==> src/rtl/regfile_wb_arbiter_if.sv <==
// Bus bundle between the writeback arbiter and its surroundings: pipeline
// writeback request, mul/div result handshake, regfile write port and the
// hazard/occupancy status seen by decode.
interface regfile_wb_arbiter_if #(
  parameter int DEPTH = 4
);
  localparam int CW = $clog2(DEPTH + 1);

  logic          pipe_valid;
  logic [4:0]    pipe_rd;
  logic [31:0]   pipe_data;
  logic          md_valid;
  logic [4:0]    md_rd;
  logic [31:0]   md_data;
  logic          md_ready;
  logic          pipe_stall;
  logic [31:0]   regfile_in;
  logic [4:0]    dest;
  logic          load_regfile;
  logic [31:0]   pending_mask;
  logic [CW-1:0] fifo_count;

  // Producer side: pipeline / mul-div unit / decode
  modport master (
    output pipe_valid, pipe_rd, pipe_data, md_valid, md_rd, md_data,
    input  md_ready, pipe_stall, regfile_in, dest, load_regfile,
           pending_mask, fifo_count
  );

  // Arbiter side
  modport slave (
    input  pipe_valid, pipe_rd, pipe_data, md_valid, md_rd, md_data,
    output md_ready, pipe_stall, regfile_in, dest, load_regfile,
           pending_mask, fifo_count
  );
endinterface

==> src/rtl/regfile_wb_arbiter.sv <==
// Register-file write-port arbiter. The in-order pipeline writeback normally
// owns the port; mul/div results that lose arbitration queue in a small
// in-order FIFO. A starvation counter forces a single-cycle pipeline stall so
// the queue always drains, and a pending-register mask lets decode stall on
// hazards against queued results.
module regfile_wb_arbiter #(
  parameter int DEPTH        = 4,
  parameter int STARVE_LIMIT = 8
) (
  input  logic                 clk,
  input  logic                 rst,
  regfile_wb_arbiter_if.slave  bus
);
  localparam int AW = (DEPTH > 1) ? $clog2(DEPTH) : 1;
  localparam int CW = $clog2(DEPTH + 1);
  localparam int SW = $clog2(STARVE_LIMIT + 1);

  // Grant source select
  localparam logic [1:0] SRC_NONE = 2'd0;
  localparam logic [1:0] SRC_PIPE = 2'd1;
  localparam logic [1:0] SRC_HEAD = 2'd2;
  localparam logic [1:0] SRC_BYP  = 2'd3;

  logic [4:0]    rd_mem_r   [DEPTH];
  logic [31:0]   data_mem_r [DEPTH];
  logic [DEPTH-1:0] valid_r;
  logic [AW-1:0] head_r;
  logic [AW-1:0] tail_r;
  logic [CW-1:0] count_r;
  logic [SW-1:0] starve_r;

  logic          empty_s;
  logic          stall_s;
  logic          ready_s;
  logic          pipe_req_s;
  logic          md_nz_s;
  logic [1:0]    src_s;
  logic          pop_s;
  logic          push_s;
  logic [4:0]    dest_s;
  logic [31:0]   wdata_s;
  logic [31:0]   mask_s;

  // Handshake/status terms derive only from registered state
  assign empty_s    = (count_r == {CW{1'b0}});
  assign stall_s    = (starve_r == SW'(STARVE_LIMIT));
  assign ready_s    = (count_r < CW'(DEPTH));
  assign pipe_req_s = bus.pipe_valid && (bus.pipe_rd != 5'd0) && !stall_s;
  assign md_nz_s    = bus.md_valid && ready_s && (bus.md_rd != 5'd0);

  // Fixed-priority grant; nothing is granted while reset is held
  always_comb begin
    src_s = SRC_NONE;
    if (!rst) begin
      src_s = SRC_NONE;
    end else if (stall_s) begin
      src_s = SRC_HEAD;
    end else if (pipe_req_s) begin
      src_s = SRC_PIPE;
    end else if (!empty_s) begin
      src_s = SRC_HEAD;
    end else if (md_nz_s) begin
      src_s = SRC_BYP;
    end else begin
      src_s = SRC_NONE;
    end
  end

  assign pop_s  = (src_s == SRC_HEAD);
  assign push_s = rst && md_nz_s && (src_s != SRC_BYP);

  // Steer the granted source onto the regfile write port; x0 data is forced to zero
  always_comb begin
    dest_s  = 5'd0;
    wdata_s = 32'd0;
    case (src_s)
      SRC_PIPE: begin
        dest_s  = bus.pipe_rd;
        wdata_s = bus.pipe_data;
      end
      SRC_HEAD: begin
        dest_s  = rd_mem_r[head_r];
        wdata_s = data_mem_r[head_r];
      end
      SRC_BYP: begin
        dest_s  = bus.md_rd;
        wdata_s = bus.md_data;
      end
      default: begin
        dest_s  = 5'd0;
        wdata_s = 32'd0;
      end
    endcase
    if (dest_s == 5'd0) begin
      wdata_s = 32'd0;
    end else begin
      wdata_s = wdata_s;
    end
  end

  // One-hot OR of destinations held by occupied FIFO slots
  always_comb begin
    mask_s = 32'd0;
    for (int i = 0; i < DEPTH; i++) begin
      if (valid_r[i]) begin
        mask_s[rd_mem_r[i]] = 1'b1;
      end else begin
        mask_s = mask_s;
      end
    end
    mask_s[0] = 1'b0;
  end

  // FIFO storage, pointers and occupancy
  always_ff @(posedge clk or negedge rst) begin
    if (!rst) begin
      for (int i = 0; i < DEPTH; i++) begin
        rd_mem_r[i]   <= 5'd0;
        data_mem_r[i] <= 32'd0;
      end
      valid_r <= {DEPTH{1'b0}};
      head_r  <= {AW{1'b0}};
      tail_r  <= {AW{1'b0}};
      count_r <= {CW{1'b0}};
    end else begin
      if (pop_s) begin
        valid_r[head_r] <= 1'b0;
        head_r          <= head_r + AW'(1);
      end
      if (push_s) begin
        rd_mem_r[tail_r]   <= bus.md_rd;
        data_mem_r[tail_r] <= bus.md_data;
        valid_r[tail_r]    <= 1'b1;
        tail_r             <= tail_r + AW'(1);
      end
      if (push_s && !pop_s) begin
        count_r <= count_r + CW'(1);
      end else if (pop_s && !push_s) begin
        count_r <= count_r - CW'(1);
      end
    end
  end

  // Starvation counter: counts cycles a non-empty queue goes without a pop
  always_ff @(posedge clk or negedge rst) begin
    if (!rst) begin
      starve_r <= {SW{1'b0}};
    end else if (empty_s || pop_s) begin
      starve_r <= {SW{1'b0}};
    end else if (!stall_s) begin
      starve_r <= starve_r + SW'(1);
    end
  end

  assign bus.md_ready     = ready_s;
  assign bus.pipe_stall   = stall_s;
  assign bus.load_regfile = (src_s != SRC_NONE);
  assign bus.dest         = dest_s;
  assign bus.regfile_in   = wdata_s;
  assign bus.pending_mask = mask_s;
  assign bus.fifo_count   = count_r;
endmodule
==> src/flat_wrapper.sv <==
// flat-port wrapper written by rule: the top's interface ports become plain ports
module regfile_wb_arbiter_flat 
#(
  parameter int DEPTH        = 4,
  parameter int STARVE_LIMIT = 8
)
  (clk, rst, bus_pipe_valid, bus_pipe_rd, bus_pipe_data, bus_md_valid, bus_md_rd, bus_md_data, bus_md_ready, bus_pipe_stall, bus_regfile_in, bus_dest, bus_load_regfile, bus_pending_mask, bus_fifo_count);
  regfile_wb_arbiter_if #(.DEPTH(DEPTH)) bus_i ();
  input  logic clk;
  input  logic rst;
  input wire logic [$bits(bus_i.pipe_valid)-1:0] bus_pipe_valid;
  input wire logic [$bits(bus_i.pipe_rd)-1:0] bus_pipe_rd;
  input wire logic [$bits(bus_i.pipe_data)-1:0] bus_pipe_data;
  input wire logic [$bits(bus_i.md_valid)-1:0] bus_md_valid;
  input wire logic [$bits(bus_i.md_rd)-1:0] bus_md_rd;
  input wire logic [$bits(bus_i.md_data)-1:0] bus_md_data;
  output wire logic [$bits(bus_i.md_ready)-1:0] bus_md_ready;
  output wire logic [$bits(bus_i.pipe_stall)-1:0] bus_pipe_stall;
  output wire logic [$bits(bus_i.regfile_in)-1:0] bus_regfile_in;
  output wire logic [$bits(bus_i.dest)-1:0] bus_dest;
  output wire logic [$bits(bus_i.load_regfile)-1:0] bus_load_regfile;
  output wire logic [$bits(bus_i.pending_mask)-1:0] bus_pending_mask;
  output wire logic [$bits(bus_i.fifo_count)-1:0] bus_fifo_count;
  assign bus_i.pipe_valid = bus_pipe_valid;
  assign bus_i.pipe_rd = bus_pipe_rd;
  assign bus_i.pipe_data = bus_pipe_data;
  assign bus_i.md_valid = bus_md_valid;
  assign bus_i.md_rd = bus_md_rd;
  assign bus_i.md_data = bus_md_data;
  assign bus_md_ready = bus_i.md_ready;
  assign bus_pipe_stall = bus_i.pipe_stall;
  assign bus_regfile_in = bus_i.regfile_in;
  assign bus_dest = bus_i.dest;
  assign bus_load_regfile = bus_i.load_regfile;
  assign bus_pending_mask = bus_i.pending_mask;
  assign bus_fifo_count = bus_i.fifo_count;
  regfile_wb_arbiter #(.DEPTH(DEPTH), .STARVE_LIMIT(STARVE_LIMIT)) u_core (.clk(clk), .rst(rst), .bus(bus_i));
endmodule
==> config.mk <==
export PLATFORM = sky130hd
export DESIGN_NAME = regfile_wb_arbiter_flat
export DESIGN_NICKNAME = d
export VERILOG_FILES = /design/src/rtl/regfile_wb_arbiter_if.sv /design/src/rtl/regfile_wb_arbiter.sv /design/src/flat_wrapper.sv
export SDC_FILE = /design/constraint.sdc
export NUM_CORES = 1
export LEC_CHECK = 0
export CORE_UTILIZATION = 54
export DETAILED_ROUTE_END_ITERATION = 10
export MAX_ROUTING_LAYER = met4
export PLACE_DENSITY = 0.8
export SYNTH_ARGS = -nofsm -noshare
export SYNTH_HDL_FRONTEND = slang
export SYNTH_SLANG_ARGS = --single-unit
==> constraint.sdc <==
create_clock -name clk -period 3.4 [get_ports clk]
set_clock_uncertainty 0.15 [all_clocks]
set_input_delay 0.34 -clock clk [delete_from_list [all_inputs] [get_ports clk]]
set_output_delay 0.34 -clock clk [all_outputs]
set_load 0.05 [all_outputs]
==> results of run 1 <==
-- timing repair --
| item | in CTS | in global routing |
|---|---|---|
| cloned | 1 | 1 |
| hold buffers | 1 | 0 |
| setup buffers | 8 | 6 |
| endpoints found under the setup margin | 32 | 32 |
| endpoints found under the hold margin | 3 | 0 |
| pin swaps | 3 | 27 |
| gates resized for setup | 47 | 55 |
-- cell type report --
class                           count  share of cell area, %
Clock inverter                     14                  1.217
Timing Repair Buffer              218                  18.38
Multi-Input combinational cell    538                  42.39
Sequential cell                   163                  32.02
Inverter                           13                 0.4122
Tap cell                          225                  2.208
Clock buffer                       18                  3.366
-- stage by stage --
step	power, mW	area (sq um)	cells	hold slack, ns	TNS (ns)
after CTS	11.40	12440	1182	0.1369	0
after global routing	12.35	12750	1189	0.1429	-4.760
after global placement	9.028	11600	1140	0.01639	-5.975
after detailed placement	9.185	11600	1140	0.01803	-10.11
after floorplan	7.659	9768	771	-0.1056	-0.2321
final	11.77	12750	1189	0.1452	-1.901
-- cell usage after synthesis (3+ instances only) --
library cell	count
mux2i_1	37
mux2_4	76
ha_1	11
buf_4	8
o21ai_0	5
a22oi_1	9
o22ai_1	11
nand2_1	28
o21ai_1	3
mux4_2	37
mux2_2	73
and3b_1	6
xnor2_1	6
buf_12	12
nor3b_1	10
and2_4	4
or3b_2	6
or3_1	4
a21oi_1	45
and3_1	4
nor2_1	90
o221ai_1	16
buf_1	7
dfrtp_1	163
nand3_1	7
clkbuf_1	24
inv_1	13
o211ai_1	4
a221o_1	8
a21o_1	4
buf_2	6
nand3b_1	12
a211o_1	3
-- flip-flops by register name, summed over array words and instances (netlist names) --
register               flops
u_core.rd_mem_r           20
u_core.head_r              2
u_core.bus.fifo_count      3
u_core.tail_r              2
u_core.starve_r            4
u_core.data_mem_r        128
u_core.valid_r             4
-- logic make-up after synthesis --
family	synth area share, %
DFF	42.16
buffers and inverters	5.121
adders and majority gates	1.629
xor gates and xnor gates	0.7242
AOI/OAI and AO/OA	8.289
and+or+nand+nor	9.310
other	0.03876
muxes	32.73
-- power groups by stage --
stage	clock (mW)	combinational, mW	sequential (mW)
global placement	0	5.42	3.61
detailed placement	0	5.53	3.65
global route	2.02	6.52	3.82
floorplan	0	4.35	3.31
finish	1.90	6.17	3.70
CTS	1.93	5.82	3.65
-- worst register-to-register path, cell delays in order (launching register included) --
cell and delay, ns:
dfrtp_1 0.38, inv_1 0.06, ha_2 0.15, nand3b_1 0.13
buf_6 0.16, o211ai_4 0.09, buf_6 0.14, buf_4 0.11
o311ai_4 0.09, buf_6 0.15, buf_4 0.14, buf_4 0.14
nor2_1 0.18, inv_1 0.09, ha_1 0.20, inv_1 0.07
fa_1 0.40, mux2_2 0.27
-- worst min-delay path by stage --
stage               startpoint  slack (ns)                        to  cells after the start
floorplan                  rst       -0.11  u_core.bus.fifo_count[0]                      0
global placement           rst        0.02  u_core.bus.fifo_count[1]                      1
detailed placement         rst        0.02  u_core.bus.fifo_count[2]                      1
CTS                        rst        0.14  u_core.bus.fifo_count[2]                      2
global route               rst        0.14  u_core.bus.fifo_count[2]                      2
finish                     rst        0.15  u_core.bus.fifo_count[2]                      2
-- per-layer routing --
| layer | GRT usage [%] | up-vias |
|---|---|---|
| met3 | 5.332 | 50 |
| met5 | - | - |
| met4 | 10.19 | 0 |
| met1 | 36.64 | 3716 |
| met2 | 46.94 | 327 |
| li1 | - | 3203 |
==> results.md, run 1 <==
* Via/cell ratio at about 6.1
* Most frequent cells in the layout: dfrtp_1 (160), clkdlybuf4s50_1 (106), mux2_4 (76)
* P_int at 7.090 mW
* Cts bufs inserted at 17
* FF+latch count, synth at about 160
* Worst Tran Pin Value at around 0.88 ns
* Crit path buffers/inverters at 6
* Setup slack after layout at -0.1007 ns
* Critical path fanouts, max at 7
* Routed length on met2 at between 10 and 15 mm
* I/O pins at between 150 and 200
* Antenna-violating nets left at 0
* Port Buffers at about 150
* Reg2reg setup slack at 0.19 ns
* R2R cell count at 17
* CTS tree: yes
* Synth top area cells: dfrtp_1 (42%), mux2_4 (12%), mux4_2 (8.6%), mux2_2 (8.5%), mux2i_1 (3.8%)
* Top layer in use: met4
* Cells after Synth at 771
* Maximum number of pins on one net before global-route repair at about 160
* Switching power at 4.679 mW
* Top delay family on crit path: buffers and inverters
* Die area at about 18000 sq um
* Status: finished with violations
* Drc violations at 0
* Final hold violation count at 0
* Clock transition at the registers of the reported paths at 0.07 ns
* RSZ-0062 raised after global routing: true
* Root buffer cell: clkbuf_16
* Seq pwr share at about a third
* Initial antenna violation count at 0
* Nets at approximately 1000
* Post-synth top flop: dfrtp_1
* Cell mode on critical path: buf_6
* Wire length on met3 at 1.560 mm
* Post-synth ARST share at 100.0%
* Initial DRC count at 451
* Finished Core Util at 73.20%
* Pwr Density at about 900 nW/um^2
* Arr. time, crit path at approximately 3.0 ns
* CP cell instances: clkdlybuf4s50_1 -> or4_4 -> o211ai_4 -> a21oi_4 -> buf_6 -> buf_6 -> mux2i_4 -> o21ai_2 -> nor4_4 -> buf_4 -> clkbuf_16 -> nor2_2 -> buf_6
* Crit path launch: bus_pipe_rd[3]
* Max frequency at between 200 and 300 MHz
* Sequential share of the synthesized area at between 40 and 50%
* GRT overflow at 0
* Total Wirelength at approximately 26 mm
* Die Width at 135.9 um
* Gp weighted congestion at roughly 0.95
* Setup CP Type: in -> out
* Relative slew slack at 41.05%
* WP data required at roughly 2.9 ns
* FP Rows at 48
* Clk_lat worst skew at between 0.4 and 0.5 ns
* Synth top area share at 42.16%
* Final HPWL DP at about 16 mm
* Clock Tree Buf Depth at 2
* Syn_nets at 861
* Max-cap violation count at 0
* Drt pass-1 iters at 5
* EDFF count, synth at 0
* Reg2reg start: u_core.starve_r[0]
* Clock power share at 16.2%
* Reg-to-reg endpoint: u_core.bus.fifo_count[1]
* Layout cells sized above 1 at between 40% and 50%
* Average cell area after synthesis at between 10 and 15 sq um
* Post-Syn Area at approximately 9700 sq um
* Final setup fails at 32
* M1 wire length at between 10 and 15 mm
* Static leakage at between 5 and 6 nW
* Startpoint Class: input pin
* Initial Util at between 50% and 60%
* Fill cells at approximately 1100
* CP peak stage delay at a little over 0.5 ns
* Failing checks: negative setup slack
* CP max stage cell: or4_4
* Multi-input gate area at 5404 sq um
* Pre-CTS setup slack at -0.1894 ns
* Post-DR wirelength/cell at around 22 um
* Worst-case vdd ir drop at between 500 and 600 uV
* Vias at between 7000 and 8000
* Slew Limit Fails at 0
* Layout area overhead at 31.76%
* Storage cell area at 4083 sq um
* Crit path depth at 13
* CORE AREA at roughly 17000 sq um
* Global-route wire length before repair at 39.36 mm
* Antenna diodes at 0
* YS warnings at 0
* Unique masters post-synth at 48
* Area leader, netlist: dfrtp_1
* Logic pwr share at 52.4%
* Vias in the first global route at around 7400
* Die Ht at approximately 140 um
* Crit path capture: bus_regfile_in[22]
* Commonest non-fill, non-tap cell in the layout: dfrtp_1
* HP Class: in -> async
* Minimum clock period at roughly 3.5 ns
* H-Tree Depth at 4
* Switching part of the total at approximately 40%
* GRT Total Usage at just under 30%
* CTS Sinks at around 160
* Setup crit end kind: output port
* Period utilization at 103.0%
(Power assumes the default switching activity.)
==> run 2, diff against run 1 <==
--- a/config.mk
+++ b/config.mk
@@ -7,6 +7,8 @@
 export LEC_CHECK = 0
 export CORE_UTILIZATION = 54
 export DETAILED_ROUTE_END_ITERATION = 10
+export GPL_ROUTABILITY_DRIVEN = 0
+export GPL_TIMING_DRIVEN = 0
 export MAX_ROUTING_LAYER = met4
 export PLACE_DENSITY = 0.8
 export SYNTH_ARGS = -nofsm -noshare
==> constraint.sdc (replaced) <==
create_clock -name clk -period 3.4 [get_ports clk]
set_clock_uncertainty 0.15 [all_clocks]
set_input_delay 0.34 -clock clk [delete_from_list [all_inputs] [get_ports clk]]
set_output_delay 0.34 -clock clk [all_outputs]
set_load 0.1 [all_outputs]
==> run 2 against run 1 <==
The flow still finishes with violations (negative setup slack). Power is 13% higher. Setup slack worse by 0.18 ns. Register-to-register slack better by 0.09 ns. Routed wire length is 6.7% higher. First-iteration DRC count is 21% higher. Clock power is 4% higher. Worst hold slack better by 0.11 ns. Die area stayed put. Critical path type is now reg -> out. Largest cell class unchanged.
==> results.md, run 2 (synthesis results as in run 1) <==
* CP cell instances: inv_1 -> ha_2 -> nand3b_1 -> buf_6 -> o211ai_4 -> a21oi_4 -> buf_6 -> mux2i_4 -> o21ai_4 -> nor4_4 -> buf_6 -> buf_12 -> buf_12 -> nor2_4 -> buf_12
* Reg2reg start: u_core.starve_r[1]
* Fin cells at about 1200
* CTS tree: yes
* Hold Startpoint: bus_md_rd[2]
* Relative slew slack at approximately a third
* Initial Util at between 50% and 60%
* Static leakage at 5.751 nW
* Clk_lat worst skew at around 0.42 ns
* Final hold slack at about 0.25 ns
* HP Class: in -> reg
* H-Tree Depth at 4
* Post-DR wirelength/cell at between 20 and 25 um
* Cts bufs inserted at 17
* Die Ht at 135.9 um
* Critical path fanouts, max at 7
* Failing checks: negative setup slack
* Maximum number of pins on one net before global-route repair at between 80 and 90
* Pwr Density at 999.9 nW/um^2
* Drt pass-1 iters at 10
* Status: finished with violations
* Final setup fails at 32
* Drc violations at 0
* GRT overflow at 0
* Top Registers: u_core.data_mem_r (128), u_core.rd_mem_r (20)
* Slew Limit Fails at 0
* Period utilization at 108.3%
* Root buffer cell: clkbuf_16
* Setup slack after layout at -0.2812 ns
* Finished Core Util at 76.48%
* Total Wirelength at roughly 27 mm
* Top delay family on crit path: buffers and inverters
* Vias at 7439
* Worst min-delay path endpoint: u_core.rd_mem_r[2]
* Fill cells at about 1100
* Setup CP Type: reg -> out
* Global-route wire length before repair at 42.49 mm
* Crit path launch: u_core.starve_r[1]
* CP max stage cell: dfrtp_1
* Worst-case vdd ir drop at 702.5 uV
* Largest Register: u_core.data_mem_r
* Clock transition at the registers of the reported paths at ~0.06 ns
* Max frequency at roughly 270 MHz
* Clock Tree Buf Depth at 2
* Layout cells sized above 1 at between 40% and 50%
* Port Buffers at 151
* CP peak stage delay at 0.35 ns
* Reg2reg setup slack at ~0.28 ns
* Minimum clock period at between 3 and 4 ns
* Placed Cells at 1148
* Final hold violation count at 0
* I/O pins at 153
* Commonest non-fill, non-tap cell in the layout: dfrtp_1
* Initial DRC count at approximately 540
* Startpoint Class: flip-flop
* Vias in the first global route at between 7000 and 8000
* Max FFs per register at around 130
* Worst Tran Pin Value at between 0.9 and 1 ns
* FP Rows at 48
* Die area at approximately 18000 sq um
* Antenna-violating nets left at 0
* Die Width at 135.9 um
* Crit path buffers/inverters at 7
* Setup TNS at -6.512 ns
* Hold path depth at 2
* CORE AREA at approximately 17000 sq um
* RSZ-0062 raised after global routing: true
* CTS Sinks at between 150 and 200
* Arr. time, crit path at 3.19 ns
* Reg-to-reg endpoint: u_core.bus.fifo_count[2]
* Max-cap violation count at 0
* Initial antenna violation count at 1
* WP data required at ~2.9 ns
* Final HPWL DP at 16.64 mm
* Via/cell ratio at 6.143
* R2R cell count at 14
* Layout area overhead at 37.67%
* Nets at about 1100
* GRT Total Usage at a little under a third
* Tot Pwr at around 13 mW
* Most frequent cells in the layout: dfrtp_1 (160), mux2_4 (76), mux2_2 (73), clkdlybuf4s50_1 (73), nor2_1 (57)
* Setup crit end kind: output port
==> run 2: changes by cell type in the layout (fill, tap and decap cells not counted), sizes merged <==
cell and change:
buf -6, bufinv +1, clkbuf +29, clkdlybuf4s15 +9, clkdlybuf4s50 -33, clkinvlp -1, diode +1, dlygate4sd2 +15
dlymetal6s2s +10, inv -3
==> run 2: worst max-delay path by stage <==
stage,to,slack (ns),cells after the start
floorplan,bus_regfile_in[10],-0.31,9
detailed placement,bus_regfile_in[10],-1.75,11
finish,bus_regfile_in[12],-0.28,15
global route,bus_regfile_in[12],-0.39,15
CTS,bus_regfile_in[12],-0.1,15
global placement,bus_regfile_in[23],-7.24,10
==> run 2: per-stage QoR <==
step                      worst slack, ns  area [sq um]
after global routing              -0.3872         13320
after detailed placement           -1.754         11820
final                             -0.2812         13320
after CTS                        -0.09724         13150
after floorplan                   -0.3110          9998
after global placement             -7.236         11790
==> run 2: worst reg2reg max path, delay by kind of cell (launching register included) <==
kind                     cells  cell delay (ns)
AND/OR/NAND/NOR              2             0.25
flip-flops                   1             0.35
AO/OA/AOI/OAI                2             0.64
buffers and inverters        5             0.60
adder cells (fa/ha/maj)      3             0.78
XOR/XNOR                     2             0.27
==> run 2: cell type report <==
class                   instances  area [sq um]  area share, %
clock buffers                  20         446.7          3.353
plain buffers                  56         508.0          3.814
multi-input cells             538          5564          41.77
diodes                          1         2.502        0.01879
inverters                      13         56.30         0.4227
flip-flops and latches        163          4085          30.67
clock inverters                11         153.9          1.155
repair buffers                184          2222          16.68
well taps                     225         281.5          2.113
==> run 2: what timing repair did <==
item / 4_1_cts / 5_1_grt
buffers inserted: 23 / 7
hold buffers: 2 / 0
pin swaps: 8 / 4
endpoints found under the setup margin: 59 / 56
endpoints found under the hold margin: 78 / 0
gates resized for setup: 383 / 59
cloned: 3 / 0
==> run 2: per-layer routing <==
| metal | GRT usage (%) | vias up | share of wire (%) |
|---|---|---|---|
| li1 | - | 3255 | - |
| met1 | 39.81 | 3749 | 40 |
| met2 | 50.94 | 367 | 50 |
| met3 | 6.450 | 68 | 6.7 |
| met4 | 9.753 | 0 | 2.9 |
| met5 | - | - | 0 |
==> run 2: power breakdown <==
part | leakage [nW] | total (mW) | internal [mW] | switching (mW)
Sequential | 2.03 | 3.48 | 2.87 | 0.610
Combinational | 3.44 | 7.87 | 3.42 | 4.44
Clock | 0.287 | 1.97 | 1.18 | 0.798
Total | 5.75 | 13.3 | 7.47 | 5.85
